--- src/rtl/reg_req_bridge.sv ---
// Request/response bridge to the register block; one transaction in flight, latency wr=2 rd=3 err=1 cycles from accept.
// Backpressure: req_ready only in IDLE; a withheld rsp_ready holds the response indefinitely.
module reg_req_bridge #(
    parameter int         DWIDTH   = 8,
    parameter int         AWIDTH   = 8,
    parameter int         NUM_REGS = 2,
    parameter logic [1:0] OP_NOP   = 2'b00,
    parameter logic [1:0] OP_RD    = 2'b01,
    parameter logic [1:0] OP_WR    = 2'b10
) (
    input  logic              clk,
    input  logic              rst,
    input  logic              req_valid,
    output logic              req_ready,
    input  logic              req_write,
    input  logic [AWIDTH-1:0] req_addr,
    input  logic [DWIDTH-1:0] req_wdata,
    output logic              rsp_valid,
    input  logic              rsp_ready,
    output logic              rsp_write,
    output logic [DWIDTH-1:0] rsp_rdata,
    output logic              rsp_err,
    output logic [1:0]        reg_op,
    output logic [AWIDTH-1:0] reg_addr,
    output logic [DWIDTH-1:0] reg_wdata,
    input  logic [DWIDTH-1:0] reg_rdata
);

    typedef enum logic [1:0] {IDLE, ISSUE, WAIT, RSP} state_t;

    // One extra bit so NUM_REGS == 2**AWIDTH still compares correctly.
    localparam logic [AWIDTH:0] NUM_REGS_W = (AWIDTH+1)'(NUM_REGS);

    state_t              state_q, state_d;
    logic                wr_q;
    logic [1:0]          reg_op_q;
    logic [AWIDTH-1:0]   reg_addr_q;
    logic [DWIDTH-1:0]   reg_wdata_q;
    logic                rsp_write_q;
    logic                rsp_err_q;
    logic [DWIDTH-1:0]   rsp_rdata_q;

    logic accept;
    logic addr_ok;

    assign req_ready = (state_q == IDLE) && !rst;
    assign accept    = req_valid && req_ready;
    assign addr_ok   = {1'b0, req_addr} < NUM_REGS_W;

    always_ff @(posedge clk) begin
        if (rst) begin
            state_q <= IDLE;
        end else begin
            state_q <= state_d;
        end
    end

    always_comb begin
        state_d   = state_q;
        rsp_valid = 1'b0;
        case (state_q)
            IDLE:    if (accept) state_d = addr_ok ? ISSUE : RSP;
            ISSUE:   state_d = wr_q ? RSP : WAIT;
            WAIT:    state_d = RSP;
            RSP: begin
                rsp_valid = 1'b1;
                if (rsp_ready) state_d = IDLE;
            end
            default: state_d = IDLE;
        endcase
    end

    // The strobe is registered at accept so it is high exactly during ISSUE;
    // reg_addr/reg_wdata only move for in-range requests.
    always_ff @(posedge clk) begin
        if (rst) begin
            wr_q        <= 1'b0;
            reg_op_q    <= OP_NOP;
            reg_addr_q  <= '0;
            reg_wdata_q <= '0;
            rsp_write_q <= 1'b0;
            rsp_err_q   <= 1'b0;
            rsp_rdata_q <= '0;
        end else begin
            reg_op_q <= OP_NOP;
            if (accept) begin
                wr_q <= req_write;
                if (addr_ok) begin
                    reg_op_q    <= req_write ? OP_WR : OP_RD;
                    reg_addr_q  <= req_addr;
                    reg_wdata_q <= req_wdata;
                end else begin
                    rsp_write_q <= req_write;
                    rsp_err_q   <= 1'b1;
                    rsp_rdata_q <= '0;
                end
            end
            if (state_q == ISSUE && wr_q) begin
                rsp_write_q <= 1'b1;
                rsp_err_q   <= 1'b0;
                rsp_rdata_q <= '0;
            end
            if (state_q == WAIT) begin
                rsp_write_q <= 1'b0;
                rsp_err_q   <= 1'b0;
                rsp_rdata_q <= reg_rdata;
            end
        end
    end

    assign reg_op    = reg_op_q;
    assign reg_addr  = reg_addr_q;
    assign reg_wdata = reg_wdata_q;
    assign rsp_write = rsp_write_q;
    assign rsp_err   = rsp_err_q;
    assign rsp_rdata = rsp_rdata_q;

endmodule

--- config.mk ---
export PLATFORM = sky130hd
export DESIGN_NAME = reg_req_bridge
export DESIGN_NICKNAME = d
export VERILOG_FILES = /design/src/rtl/reg_req_bridge.sv
export SDC_FILE = /design/constraint.sdc
export NUM_CORES = 1
export LEC_CHECK = 0
export ABC_AREA = 1
export BUFFER_PORTS_ARGS = -buffer_cell sky130_fd_sc_hd__buf_4
export CORE_AREA = 4 4 61 63
export DETAILED_ROUTE_END_ITERATION = 7
export DIE_AREA = 0 0 65 67
export PLACE_DENSITY = 0.69
export SYNTH_ARGS = -nofsm -noshare
export SYNTH_HDL_FRONTEND = slang
export SYNTH_SLANG_ARGS = --single-unit
--- constraint.sdc ---
create_clock -name clk -period 1.3 [get_ports clk]
set_input_delay 0.065 -clock clk [delete_from_list [all_inputs] [get_ports clk]]
set_output_delay 0.065 -clock clk [all_outputs]
set_load 0.05 [all_outputs]
# ---- After elaboration in Yosys (flattened, before gate mapping)
# Cells that the tools add are included.
dict set report word_totals {
  latchBits 0
  ramBits 0
  output_inout_bits 30
  elab_cells 47
  reg_bits 31
  memories 0
  romBits 0
}
dict set report op_classes {
  addsub 0
  n_bitwise 2
  n_mux 14
  n_reduce_logical 15
  n_mul 0
  n_div 0
  order_cmp 1
  n_eq_ne 7
  shifts 0
}
# operator n
set ops {}
lappend ops {{2-to-1 mux 8 bit} 4}
lappend ops {{AND reduction 2 bit} 5}
lappend ops {{< comparator 8 x 2 -> 1 bit, second input constant} 1}
lappend ops {{2-to-1 mux 2 bit} 4}
lappend ops {{case mux 2 bit (4 select lines)} 1}
lappend ops {{OR reduction 3 bit} 2}
lappend ops {{2-to-1 mux 1 bit} 5}
lappend ops {{equality test 2 bit, second input constant} 2}
lappend ops {{!= test 2 bit, second input constant} 2}
lappend ops {{logical AND 1 bit} 3}
lappend ops {{!= test 3 x 1 -> 1 bit, second input constant} 1}
lappend ops {{nonzero test 3 bit} 1}
lappend ops {{equality test 2 x 1 -> 1 bit, second input constant} 1}
lappend ops {{zero test 2 bit} 1}
lappend ops {{!= test 2 x 1 -> 1 bit, second input constant} 1}
lappend ops {{NOT 1 bit} 2}
lappend ops {{nonzero test 2 bit} 1}
lappend ops {{OR reduction 2 bit} 1}
lappend ops {{zero test 1 bit} 1}

# ---- Depth between registers and ports, before layout
dict set report logic_depth {
  ltp_word 6
  ltp_mapped 8
  mapped_depth_nobuf 8
}

# ---- Worst setup path before layout
# No wires, ideal clock.
dict set report synth_timing {
  path_type {reg-to-reg}
  start {register state_q[0]}
  end {register state_q[1]}
  setup_time_ps 122
  path_buffers 0
  required_ps 1178
  stages_incl_launch_ff 6
  slack_ps -117
  synth_period_minus_slack_ps 1417
  t_arrival_ps 1295
  cell_sequence {dfxtp_1 ha_1 nand2_1 a21boi_0 o21ai_0 a21oi_1}
}
dict set report synth_via {
  elab_chain_cells 5
}
# element line
set synth_rtl {}
lappend synth_rtl {{start, declared} 34} ;# state_t state_q, state_d;
lappend synth_rtl {{start signal, assigned} 54} ;# state_q <= state_d;
lappend synth_rtl {{zero test 2 bit} {46, 61}}
lappend synth_rtl {{logical AND 1 bit} 46} ;# assign req_ready = (state_q == IDLE) && !rst;
lappend synth_rtl {{logical AND 1 bit} 47} ;# assign accept = req_valid && req_ready;
lappend synth_rtl {{!= test 2 bit (no line)} n/a}
lappend synth_rtl {{AND reduction 2 bit (no line)} n/a}
# Several ways; a longest one is shown, not always the timed one.
# A chain may end at the register's enable or synchronous reset.

# ---- Worst setup path after layout
dict set report layout_timing {
  start {register state_q[1]}
  end {register rsp_rdata_q[7] (netlist: rsp_rdata[7])}
}
dict set report layout_via {
  elab_chain_cells 5
}
# element line
set layout_rtl {}
lappend layout_rtl {{zero test 2 bit} 46}
lappend layout_rtl {{logical AND 1 bit} 46}
lappend layout_rtl {{logical AND 1 bit} 47}
lappend layout_rtl {{nonzero test 3 bit (no line)} n/a}
lappend layout_rtl {{AND reduction 2 bit (no line)} n/a}
lappend layout_rtl {{end signal, assigned} 106} ;# rsp_rdata_q <= reg_rdata;
lappend layout_rtl {{end, declared} 41} ;# logic [DWIDTH-1:0] rsp_rdata_q;
# Several ways; a longest one is shown, not always the timed one.

==> flow_summary_export.csv <==
group,metric,value,unit
cells_and_area,finalNonFillerCells,295,
power_and_ir_drop,seqPwrFrac,0.360,
floorplanning,fp-row-count,21,
setup_path,cp_max_fo,6,
setup_path,cp.buffers_inverters,3,
synth,ys_top_cells_by_area,"dfxtp_1 49%, nand2_1 9.8%, a21oi_1 7.9%",
setup_path,start_kind,"flop",
synth,seq_area_frac_synth,0.489,
routing,detail-route-antenna-nets,0,
clock_network,cts-buffers-inserted,5,
synth,ys_warn_count,0,
clock_network,htreeDepth,2,
setup_path,critPathRequiredTime,1.56,ns
setup_path,arrival,1.59,ns
setup_path,crit_chain,"inv_4, ha_4, buf_4, nand3_4, inv_8, o21ai_4, nand3_2, a21oi_1",
power_and_ir_drop,p_sw_frac,0.394,
placement,dp_hpwl,2360,um
synth,synthesis.nets,191,
timing,slew_headroom,0.751,
synth,synthFlopType,"dfxtp_1",
timing,rsz0062_at_grt,"true",
cells_and_area,antenna_cells,0,
grt,grt_max_degree,28,
grt,grt_use_total,0.176,
power_and_ir_drop,power.leakage,0.000968,uW
setup_path,path_class,"reg2reg",
synth,synth_area,1270,um2
timing,hold-worst-slack,0.0163,ns
clock_network,cts_tree,"done",
job,timing.max_cap.violations,0,
floorplanning,die_x,65,um
power_and_ir_drop,p_int,1910,uW
floorplanning,io_pins,59,
clock_network,clk_pin_slew,0.09,ns
timing,final.min_clock_period,1.33,ns
grt,grt_pass1_vias,1283,
clock_network,cts-root-buf,"clkbuf_4",
power_and_ir_drop,p_sw,1240,uW
routing,drt_iter0_markers,42,
grt,grt_pass1_wl,5730,um
outcome,violations,"setup timing",
synth,synthDominantCellAreaShare,0.489,
cells_and_area,drive_gt1_frac,0.466,
cells_and_area,nets,282,
synth,synth-seq-cells,31,
setup_path,cp_top_family,"flip-flops",
routing,firstDrtPassIters,4,
cells_and_area,areaGrowthSynthToFinish,74.7,%
power_and_ir_drop,power.density,1420,nW/um2
placement,io_buffer_count,58,
timing,fin_crit_sh,1.02,
synth,synth_edf_count,0,
timing,fmax,752,MHz
floorplanning,die-area,4360,um2
grt,grt_overflow,0,
timing,tightest_slew,0.373,ns
setup_path,slowest_delay,0.37,ns
placement,place_inst,267,
clock_network,cts_buffer_depth,2,
timing,finClkSkew,0.00925,ns
floorplanning,die_y,67,um
timing,drv_slew,0,
routing,drc,0,
synth,syn_area_per_cell,8.08,um2
routing,vias_per_cell,4.59,
clock_network,insertion_delay,0.32,ns
synth,yosys.area.top_type,"dfxtp_1",
synth,synth_common_cells,"33 x nand2_1, 31 x dfxtp_1, 20 x a21oi_1, 20 x nand3_1, 17 x nor2_1",
timing,fin_ws,-0.0300,ns
min_path,hp-class,"in2reg",
routing,avgRoutedWirePerCell,12.8,um
power_and_ir_drop,pwr-share-clk,0.164,
timing,hold_viol_final,0,
routing,wirelength,3780,um
timing,setup_viol,11,
clock_network,clock-sinks,31,
synth,ys_types,21,
synth,synthArstFlopShare,0,
placement,place_congestion,0.738,
grt,antenna_found_initial,0,
synth,syn_inst,157,
synth,synth_most_common_cell,"nand2_1",
floorplanning,start_util,0.393,
floorplanning,core,3230,um2
power_and_ir_drop,combPwrFrac,0.477,
routing,num_vias,1355,
power_and_ir_drop,max-vdd-ir-drop,1080,uV
outcome,status,"finished with violations",
setup_path,slowest_stage,"dfxtp_2",
setup_path,end_kind,"flop",
==> what timing repair did <==
item	in CTS	in global routing
setup buffers	1	2
pin swaps	2	14
endpoints found under the hold margin	16	1
resized for setup	15	32
endpoints found under the setup margin	26	30
cloned	0	1
hold buffers	15	1
==> cell type report <==
type | count | area (um2)
well taps | 46 | 57.6
clock inverters | 1 | 5.00
clock buffers | 7 | 45.0
multi-input cells | 108 | 681
flip-flops and latches | 31 | 626
repair buffers | 90 | 742
fillers | 255 | 1020
inverters | 12 | 60.1
==> placed cells by master, fill, tap and decap left out, types with 2 or more instances in the layout <==
cell           netlist  layout
inv_2                1       2
inv_1               10       6
inv_4                1       3
buf_4                0      68
o21ai_4              0       2
nand2_1             33      30
buf_6                4       5
dlygate4sd3_1        0      16
ha_1                 5       2
clkbuf_4             0       5
ha_2                 0       2
o21ai_0              4       3
nor2_1              17      13
dfxtp_1             31      29
nor2_4               1       4
nand2_2              1       4
a21oi_1             20      18
clkbuf_1             2       2
a21oi_2              0       2
nand3_2              0       7
nand3_1             20      13
==> metal layers <==
layer	part of all wire	global-route usage	routed length [um]	vias to the layer above
met1	0.41	0.190	1540	605
met2	0.50	0.296	1880	44
li1	-	-	-	694
met5	0	0	0	-
met3	0.064	0.0590	242	12
met4	0.030	0.111	115	0
==> state kept, by name, indices dropped and copies added (netlist names) <==
register and flops:
state_q 2, rsp_write 1, wr_q 1, reg_addr 8, reg_wdata 8, rsp_err 1, rsp_rdata 8, reg_op 2
==> worst paths after layout <==
path | startpoint | endpoint | slack (ns) | cells past startpoint
setup / recovery | state_q[1]$_SDFFE_PP0P_ | rsp_rdata[7]$_SDFFE_PP0P_ | -0.03 | 8
hold / removal | req_wdata[0] | reg_wdata[0]$_SDFFE_PP0P_ | 0.02 | 3
setup reg to reg | state_q[1]$_SDFFE_PP0P_ | rsp_rdata[7]$_SDFFE_PP0P_ | -0.03 | 8
hold reg to reg | reg_addr[2]$_SDFFE_PP0P_ | reg_addr[2]$_SDFFE_PP0P_ | 0.44 | 2
==> metrics by stage <==
step	TNS, ns	worst slack [ns]	util	total power (uW)	instance area, um2
floorplan	-0.0432	-0.00639	-	1840	1280
global placement	-0.0917	-0.0322	0.560	2250	1810
detailed placement	-0.726	-0.0722	0.560	2250	1810
CTS	-0.0866	-0.0661	0.642	2920	2070
global route	-2.10	-0.123	0.686	3350	2220
finish	-0.139	-0.0300	0.686	3150	2220
==> kinds of logic after synthesis <==
kind of cell | share of synthesized area
AOI/OAI and AO/OA | 0.111
and+or+nand+nor | 0.267
buffers and inverters | 0.0828
DFF | 0.489
adders and majority gates | 0.0493
==> power by group through the flow <==
stage | clock, uW | combinational (uW) | sequential [uW]
6_report | 517 | 1500 | 1130
5_1_grt | 587 | 1610 | 1150
4_1_cts | 540 | 1270 | 1110
3_5_place_dp | 0 | 1130 | 1120
3_3_place_gp | 0 | 1130 | 1120
2_1_floorplan | 0 | 489 | 1350
==> worst min-delay path, cell delays in order <==
cell     delay [ns]
buf_4          0.11
nand3_1        0.07
a21oi_1        0.05
Note: power is estimated with default switching activity, not from simulation.
